**src/rtl/serial_rx_pkg.sv**
```systemverilog
// rtl/serial_rx_pkg.sv - shared types, constants and helpers for the serial frame receiver
package serial_rx_pkg;

    typedef enum logic [1:0] {
        HUNT  = 2'd0,
        RECV  = 2'd1,
        PAR   = 2'd2,
        CHECK = 2'd3
    } rx_state_t;

    localparam int         MAX_PKT_W        = 128;
    localparam logic [5:0] DEFAULT_SYNC_PAT = 6'b011111;

    // Zero-extension is harmless here because padding bits do not change the XOR.
    function automatic logic parity_of(input logic [MAX_PKT_W-1:0] data);
        return ^data;
    endfunction

endpackage

```
**src/rtl/serial_frame_rx_fifo.sv**
```systemverilog
// rtl/serial_frame_rx_fifo.sv - small synchronous FIFO with registered head and push/pop arbitration
module sync_fifo #(
    parameter int WIDTH = 55,
    parameter int DEPTH = 2
) (
    input  logic                       clk,
    input  logic                       rst,
    input  logic                       i_push,
    input  logic [WIDTH-1:0]           i_push_data,
    input  logic                       i_pop_ready,
    output logic [WIDTH-1:0]           o_data,
    output logic                       o_valid,
    output logic [$clog2(DEPTH):0]     o_count,
    output logic                       o_full
);

    localparam int PTR_W = $clog2(DEPTH);

    logic [WIDTH-1:0] r_mem [DEPTH];
    logic [PTR_W-1:0] r_wr_ptr;
    logic [PTR_W-1:0] r_rd_ptr;
    logic [PTR_W:0]   r_count;

    logic             w_pop;
    logic             w_push;
    logic             w_full;

    assign w_full = (r_count == DEPTH[PTR_W:0]);
    assign w_pop  = i_pop_ready && (r_count != '0);
    // A pop in the same cycle frees the slot, so a full FIFO can still accept.
    assign w_push = i_push && (!w_full || w_pop);

    always_ff @(posedge clk or negedge rst) begin
        if (!rst) begin
            for (int i = 0; i < DEPTH; i++) begin
                r_mem[i] <= '0;
            end
            r_wr_ptr <= '0;
            r_rd_ptr <= '0;
            r_count  <= '0;
        end else begin
            if (w_push) begin
                r_mem[r_wr_ptr] <= i_push_data;
                r_wr_ptr        <= r_wr_ptr + PTR_W'(1);
            end
            if (w_pop) begin
                r_rd_ptr <= r_rd_ptr + PTR_W'(1);
            end
            case ({w_push, w_pop})
                2'b10:   r_count <= r_count + (PTR_W+1)'(1);
                2'b01:   r_count <= r_count - (PTR_W+1)'(1);
                default: r_count <= r_count;
            endcase
        end
    end

    assign o_data  = r_mem[r_rd_ptr];
    assign o_valid = (r_count != '0);
    assign o_count = r_count;
    assign o_full  = w_full;

endmodule

```
**src/rtl/serial_frame_rx.sv**
```systemverilog
// rtl/serial_frame_rx.sv - sync-hunting serial frame receiver with parity check and buffered output
module serial_frame_rx
    import serial_rx_pkg::*;
#(
    parameter int                PKT_W      = 55,
    parameter int                SYNC_W     = 6,
    parameter logic [SYNC_W-1:0] SYNC_PAT   = SYNC_W'(DEFAULT_SYNC_PAT),
    parameter int                PARITY_EN  = 1,
    parameter int                FIFO_DEPTH = 2
) (
    input  logic                          clk,
    input  logic                          rst,
    input  logic                          s_data,
    output logic [PKT_W-1:0]              out_data,
    output logic                          out_valid,
    input  logic                          out_ready,
    output logic [$clog2(FIFO_DEPTH):0]   fifo_count,
    output logic                          busy,
    output logic                          par_err,
    output logic                          ovf_err
);

    localparam int CNT_W = $clog2(PKT_W);

    rx_state_t          r_state;
    rx_state_t          w_next_state;
    logic [SYNC_W-1:0]  r_sync_sr;
    logic [CNT_W-1:0]   r_cnt;
    logic [PKT_W-1:0]   r_pkt;
    logic               r_par;
    logic               r_par_err;
    logic               r_ovf_err;

    logic [MAX_PKT_W-1:0] w_pkt_ext;
    logic               w_sync_hit;
    logic               w_in_check;
    logic               w_parity_bad;
    logic               w_good;
    logic               w_pop;
    logic               w_fifo_full;
    logic               w_push_req;
    logic               w_ovf;

    assign w_sync_hit = (r_sync_sr == SYNC_PAT);

    always_ff @(posedge clk or negedge rst) begin
        if (!rst) begin
            r_state <= HUNT;
        end else begin
            r_state <= w_next_state;
        end
    end

    always_comb begin
        w_next_state = r_state;
        case (r_state)
            HUNT: begin
                if (w_sync_hit) begin
                    w_next_state = RECV;
                end
            end
            RECV: begin
                if (r_cnt == '0) begin
                    w_next_state = (PARITY_EN != 0) ? PAR : CHECK;
                end
            end
            PAR:     w_next_state = CHECK;
            CHECK:   w_next_state = HUNT;
            default: w_next_state = HUNT;
        endcase
    end

    always_comb begin
        w_pkt_ext               = '0;
        w_pkt_ext[PKT_W-1:0]    = r_pkt;
        busy                    = (r_state != HUNT);
        w_in_check              = (r_state == CHECK);
        w_parity_bad            = (PARITY_EN != 0) && (parity_of(w_pkt_ext) ^ r_par);
        w_good                  = !w_parity_bad;
        w_pop                   = out_valid && out_ready;
        w_push_req              = w_in_check && w_good;
        w_ovf                   = w_push_req && w_fifo_full && !w_pop;
    end

    always_ff @(posedge clk or negedge rst) begin
        if (!rst) begin
            r_sync_sr <= '1;
            r_cnt     <= '0;
            r_pkt     <= '0;
            r_par     <= 1'b0;
            r_par_err <= 1'b0;
            r_ovf_err <= 1'b0;
        end else begin
            r_par_err <= 1'b0;
            r_ovf_err <= 1'b0;
            case (r_state)
                HUNT: begin
                    r_sync_sr <= {r_sync_sr[SYNC_W-2:0], s_data};
                    if (w_sync_hit) begin
                        r_pkt[PKT_W-1] <= s_data;
                        r_cnt          <= CNT_W'(PKT_W - 2);
                    end
                end
                RECV: begin
                    r_pkt[r_cnt] <= s_data;
                    if (r_cnt != '0) begin
                        r_cnt <= r_cnt - CNT_W'(1);
                    end
                end
                PAR: begin
                    r_par <= s_data;
                end
                CHECK: begin
                    // Fresh all-ones history keeps payload bits out of the next sync search.
                    r_sync_sr <= '1;
                    r_par_err <= w_in_check && w_parity_bad;
                    r_ovf_err <= w_ovf;
                end
                default: begin
                    r_sync_sr <= '1;
                end
            endcase
        end
    end

    sync_fifo #(
        .WIDTH (PKT_W),
        .DEPTH (FIFO_DEPTH)
    ) u_fifo (
        .clk         (clk),
        .rst         (rst),
        .i_push      (w_push_req),
        .i_push_data (r_pkt),
        .i_pop_ready (out_ready),
        .o_data      (out_data),
        .o_valid     (out_valid),
        .o_count     (fifo_count),
        .o_full      (w_fifo_full)
    );

    assign par_err = r_par_err;
    assign ovf_err = r_ovf_err;

endmodule

```
**config.mk**
```make
export PLATFORM = sky130hd
export DESIGN_NAME = serial_frame_rx
export DESIGN_NICKNAME = d
export VERILOG_FILES = /design/src/rtl/serial_rx_pkg.sv /design/src/rtl/serial_frame_rx_fifo.sv /design/src/rtl/serial_frame_rx.sv
export SDC_FILE = /design/constraint.sdc
export NUM_CORES = 1
export LEC_CHECK = 0
export ABC_CLOCK_PERIOD_IN_PS = 5580
export CORE_MARGIN = 3
export CORE_UTILIZATION = 43
export DETAILED_ROUTE_END_ITERATION = 8
export GPL_TIMING_DRIVEN = 0
export PLACE_DENSITY_LB_ADDON = 0.12
export SYNTH_ARGS = -nofsm -noshare
export SYNTH_HDL_FRONTEND = slang
export SYNTH_SLANG_ARGS = --single-unit
```
**constraint.sdc**
```tcl
create_clock -name clk -period 5.58 [get_ports clk]
set_input_delay 1.116 -clock clk [delete_from_list [all_inputs] [get_ports clk]]
set_output_delay 1.116 -clock clk [all_outputs]
set_load 0.005 [all_outputs]
```
==> results by group <==
Outcome
  – Outcome: finished, final reports clean

Clocking
  – Hold buffer count at CTS: 0
  – Post_cts resized: 0
  – Root Driver: clkbuf_16
  – Num CTS Buffers: 17
  – CTS H-tree depth: 4
  – CTS tree: yes
  – CTS sink cnt: about 190
  – Postcts setup bufs: 0
  – Worst skew pair latency: approximately 430 ps
  – Reg clk slew, reported paths: roughly 70 ps
  – Clk buf depth: 2

Run
  – Maxcap violations: 0

Timing
  – TNS Setup: 0 ps
  – Relative slew slack: between 30% and 40%
  – Skew final: 10.8 ps
  – Final setup violation count: 0
  – Fmax: roughly 240 MHz
  – Final hold viol count: 0
  – Setup ws final: approximately 1400 ps
  – Fin. max-slew vios: 0
  – Period utilization: between 70 and 80%
  – Worst slew pin tran: ~970 ps
  – Tmin final: between 4000 and 5000 ps
  – RSZ-0062 raised after global routing: false

Placement
  – DP HPWL: around 14 mm
  – Post-Place Cells: 1000
  – IO buf count: 63
  – Pre-CTS WS: around 1700 ps
  – Gp weighted congestion: 0.897
  – DP Area: 10000 sq um

Floorplan
  – Chip Width: roughly 150 um
  – Die area: ~23000 sq um
  – Total core area: around 20000 sq um
  – Top-Level Pins: between 60 and 70
  – Initial Util: between 40% and 50%
  – Placement Rows: 52
  – DIE HEIGHT: 151 um

Finish
  – Register area: 4660 sq um
  – Multi-input combinational cell area: approximately 4100 sq um
  – Design area: 10700 sq um
  – Fillers: ~1700
  – # diodes: 0
  – Layout Nets: 760
  – Post-route non-filler standard cell count: a little over 1000
  – Share of layout cells above drive strength 1: between 30% and 40%
  – Area growth syn-to-layout: 18.1%

Critical path
  – Critical R2R Capture: u_fifo.r_mem[30]
  – Worst path max stage delay: just under 800 ps
  – Worst flop-to-flop path startpoint: r_pkt[17]
  – Crit path max fanout: 10
  – Type of the worst setup path: reg2out
  – Critical Path End Type: output pin
  – CP most frequent cell: clkbuf_1
  – Critical path's slowest cell: clkbuf_1
  – Worst Setup Start Kind: register
  – Worst reg2reg setup slack: ~2400 ps
  – Crit-path cells: clkbuf_1, clkbuf_1, mux2_2, clkdlybuf4s50_1
  – FF-to-FF path depth: 8
  – Worst Path Required: roughly 4500 ps
  – Critical path arrival: a little over 3000 ps

Synthesis
  – Post-Syn Area per Cell: roughly 14 sq um
  – Yosys reg bits: between 150 and 200
  – Post-Syn Area: between 9000 and 10000 sq um
  – Syn_nets: slightly below 700
  – YS warnings: 0
  – Synth Flop Type: dfrtp_1
  – Async SR Flop Fraction: 100%
  – Syn Inst Count: about 670
  – EDFF count, synth: 0
  – Sequential share of the synthesized area: between 50% and 60%
  – Post-synth cell types: 39

Routing
  – Drt wl/cell: 19.1 um
  – Antenna Nets Post-Route: 0
  – Vias: ~5300
  – Initial DRC count: ~260
  – Via density: between 5 and 6
  – # DRC: 0
  – Detailed Route WL: a little under 20 mm
  – DRT Pass-1 Iters: 6

GRT
  – First-pass GRT wire length: 32.3 mm
  – Initial antenna violation count: 0
  – Gr usage total: a little under a fifth
  – Gr ovfl total: 0
  – Largest net degree at the start of global routing: between 100 and 150
  – Vias in the first global route: approximately 5700

Hold path
  – Depth of the worst hold-timing path: 2
  – Hold EP: r_sync_sr[2]
  – HP Start: r_sync_sr[2]
  – Hold WC Path Type: reg2reg
worst max path at each step:
stage / endpoint / from
2_1_floorplan: u_fifo.r_mem[63] / r_pkt[11]
4_1_cts: out_data[27] / u_fifo.r_rd_ptr
3_3_place_gp: u_fifo.r_mem[104] / rst
3_5_place_dp: out_data[27] / u_fifo.r_rd_ptr
6_report: out_data[44] / u_fifo.r_rd_ptr
5_1_grt: out_data[17] / u_fifo.r_rd_ptr
flip-flops by register name, summed over array words and instances, names as in the netlist:
register	count
par_err	1
r_pkt	55
r_cnt	6
u_fifo.r_mem	110
r_sync_sr	6
r_par	1
u_fifo.r_rd_ptr	1
r_state	2
u_fifo.o_count	2
ovf_err	1
u_fifo.r_wr_ptr	1
cell families (layout without fill, tap and decap cells):
family / count (synthesis) / after routing / share of synthesized area, %
AND/OR/NAND/NOR: 134 / 134 / 6.98
multiplexers: 221 / 221 / 30.6
XOR/XNOR: 60 / 60 / 6.13
flip-flops: 186 / 186 / 51.6
buffers and inverters: 40 / 136 / 2.57
AO/OA/AOI/OAI: 18 / 18 / 1.12
adder cells (fa/ha/maj): 7 / 7 / 0.969
stage by stage:
step           hold WS (ps)  utilization, %
2_1_floorplan           455               -
3_3_place_gp            466            49.0
3_5_place_dp            483            49.1
4_1_cts                 497            52.3
5_1_grt                 519            52.3
6_report                494            52.3
cell usage after synthesis, drive strengths merged, types with 3 or more instances:
| master | count | area [sq um] |
|---|---|---|
| a21oi | 3 | 15.0 |
| and2 | 3 | 18.8 |
| and3 | 5 | 31.3 |
| buf | 11 | 124 |
| clkbuf | 22 | 82.6 |
| dfrtp | 180 | 4500 |
| dfstp | 6 | 158 |
| ha | 7 | 87.6 |
| inv | 7 | 26.3 |
| mux2 | 221 | 2770 |
| nand2 | 51 | 191 |
| nand3 | 7 | 35.0 |
| nand4 | 3 | 33.8 |
| nor2 | 40 | 150 |
| nor2b | 3 | 18.8 |
| nor3 | 6 | 30.0 |
| o21ai | 11 | 55.1 |
| xnor2 | 49 | 429 |
| xor2 | 9 | 78.8 |
placed cells by master, fill, tap and decap left out, types with 11 or more instances in the layout:
cell type and n:
nor2_1 40, clkbuf_1 25, o21ai_0 11, xnor2_1 49
dfrtp_1 180, nand2_1 51, mux2_4 75, clkdlybuf4s50_1 62
buf_6 11, clkbuf_16 17, mux2_2 144
layer usage:
layer | up-vias | share of wire (%) | global-route usage, %
li1 | 2469 | - | -
met1 | 2703 | 47 | 25.8
met2 | 101 | 47 | 29.3
met3 | 21 | 4.2 | 3.74
met4 | 0 | 1.5 | 5.94
met5 | - | 0 | 0
area by class of cell:
class	instances	area share [%]
inverters	7	0.246
well taps	270	3.16
multi-input cells	440	38.8
clock inverters	9	1.51
plain buffers	33	1.93
flip-flops and latches	186	43.7
repair buffers	64	6.21
clock buffers	23	4.48
critical path, delay by kind of cell (launching register included):
| family | cells | cell delay [ps] |
|---|---|---|
| mux | 1 | 430 |
| flops | 1 | 340 |
| buf+inv | 3 | 1860 |
Power is not shown: default switching activity piles up to over one toggle a cycle in this logic, so the estimate is an artifact.
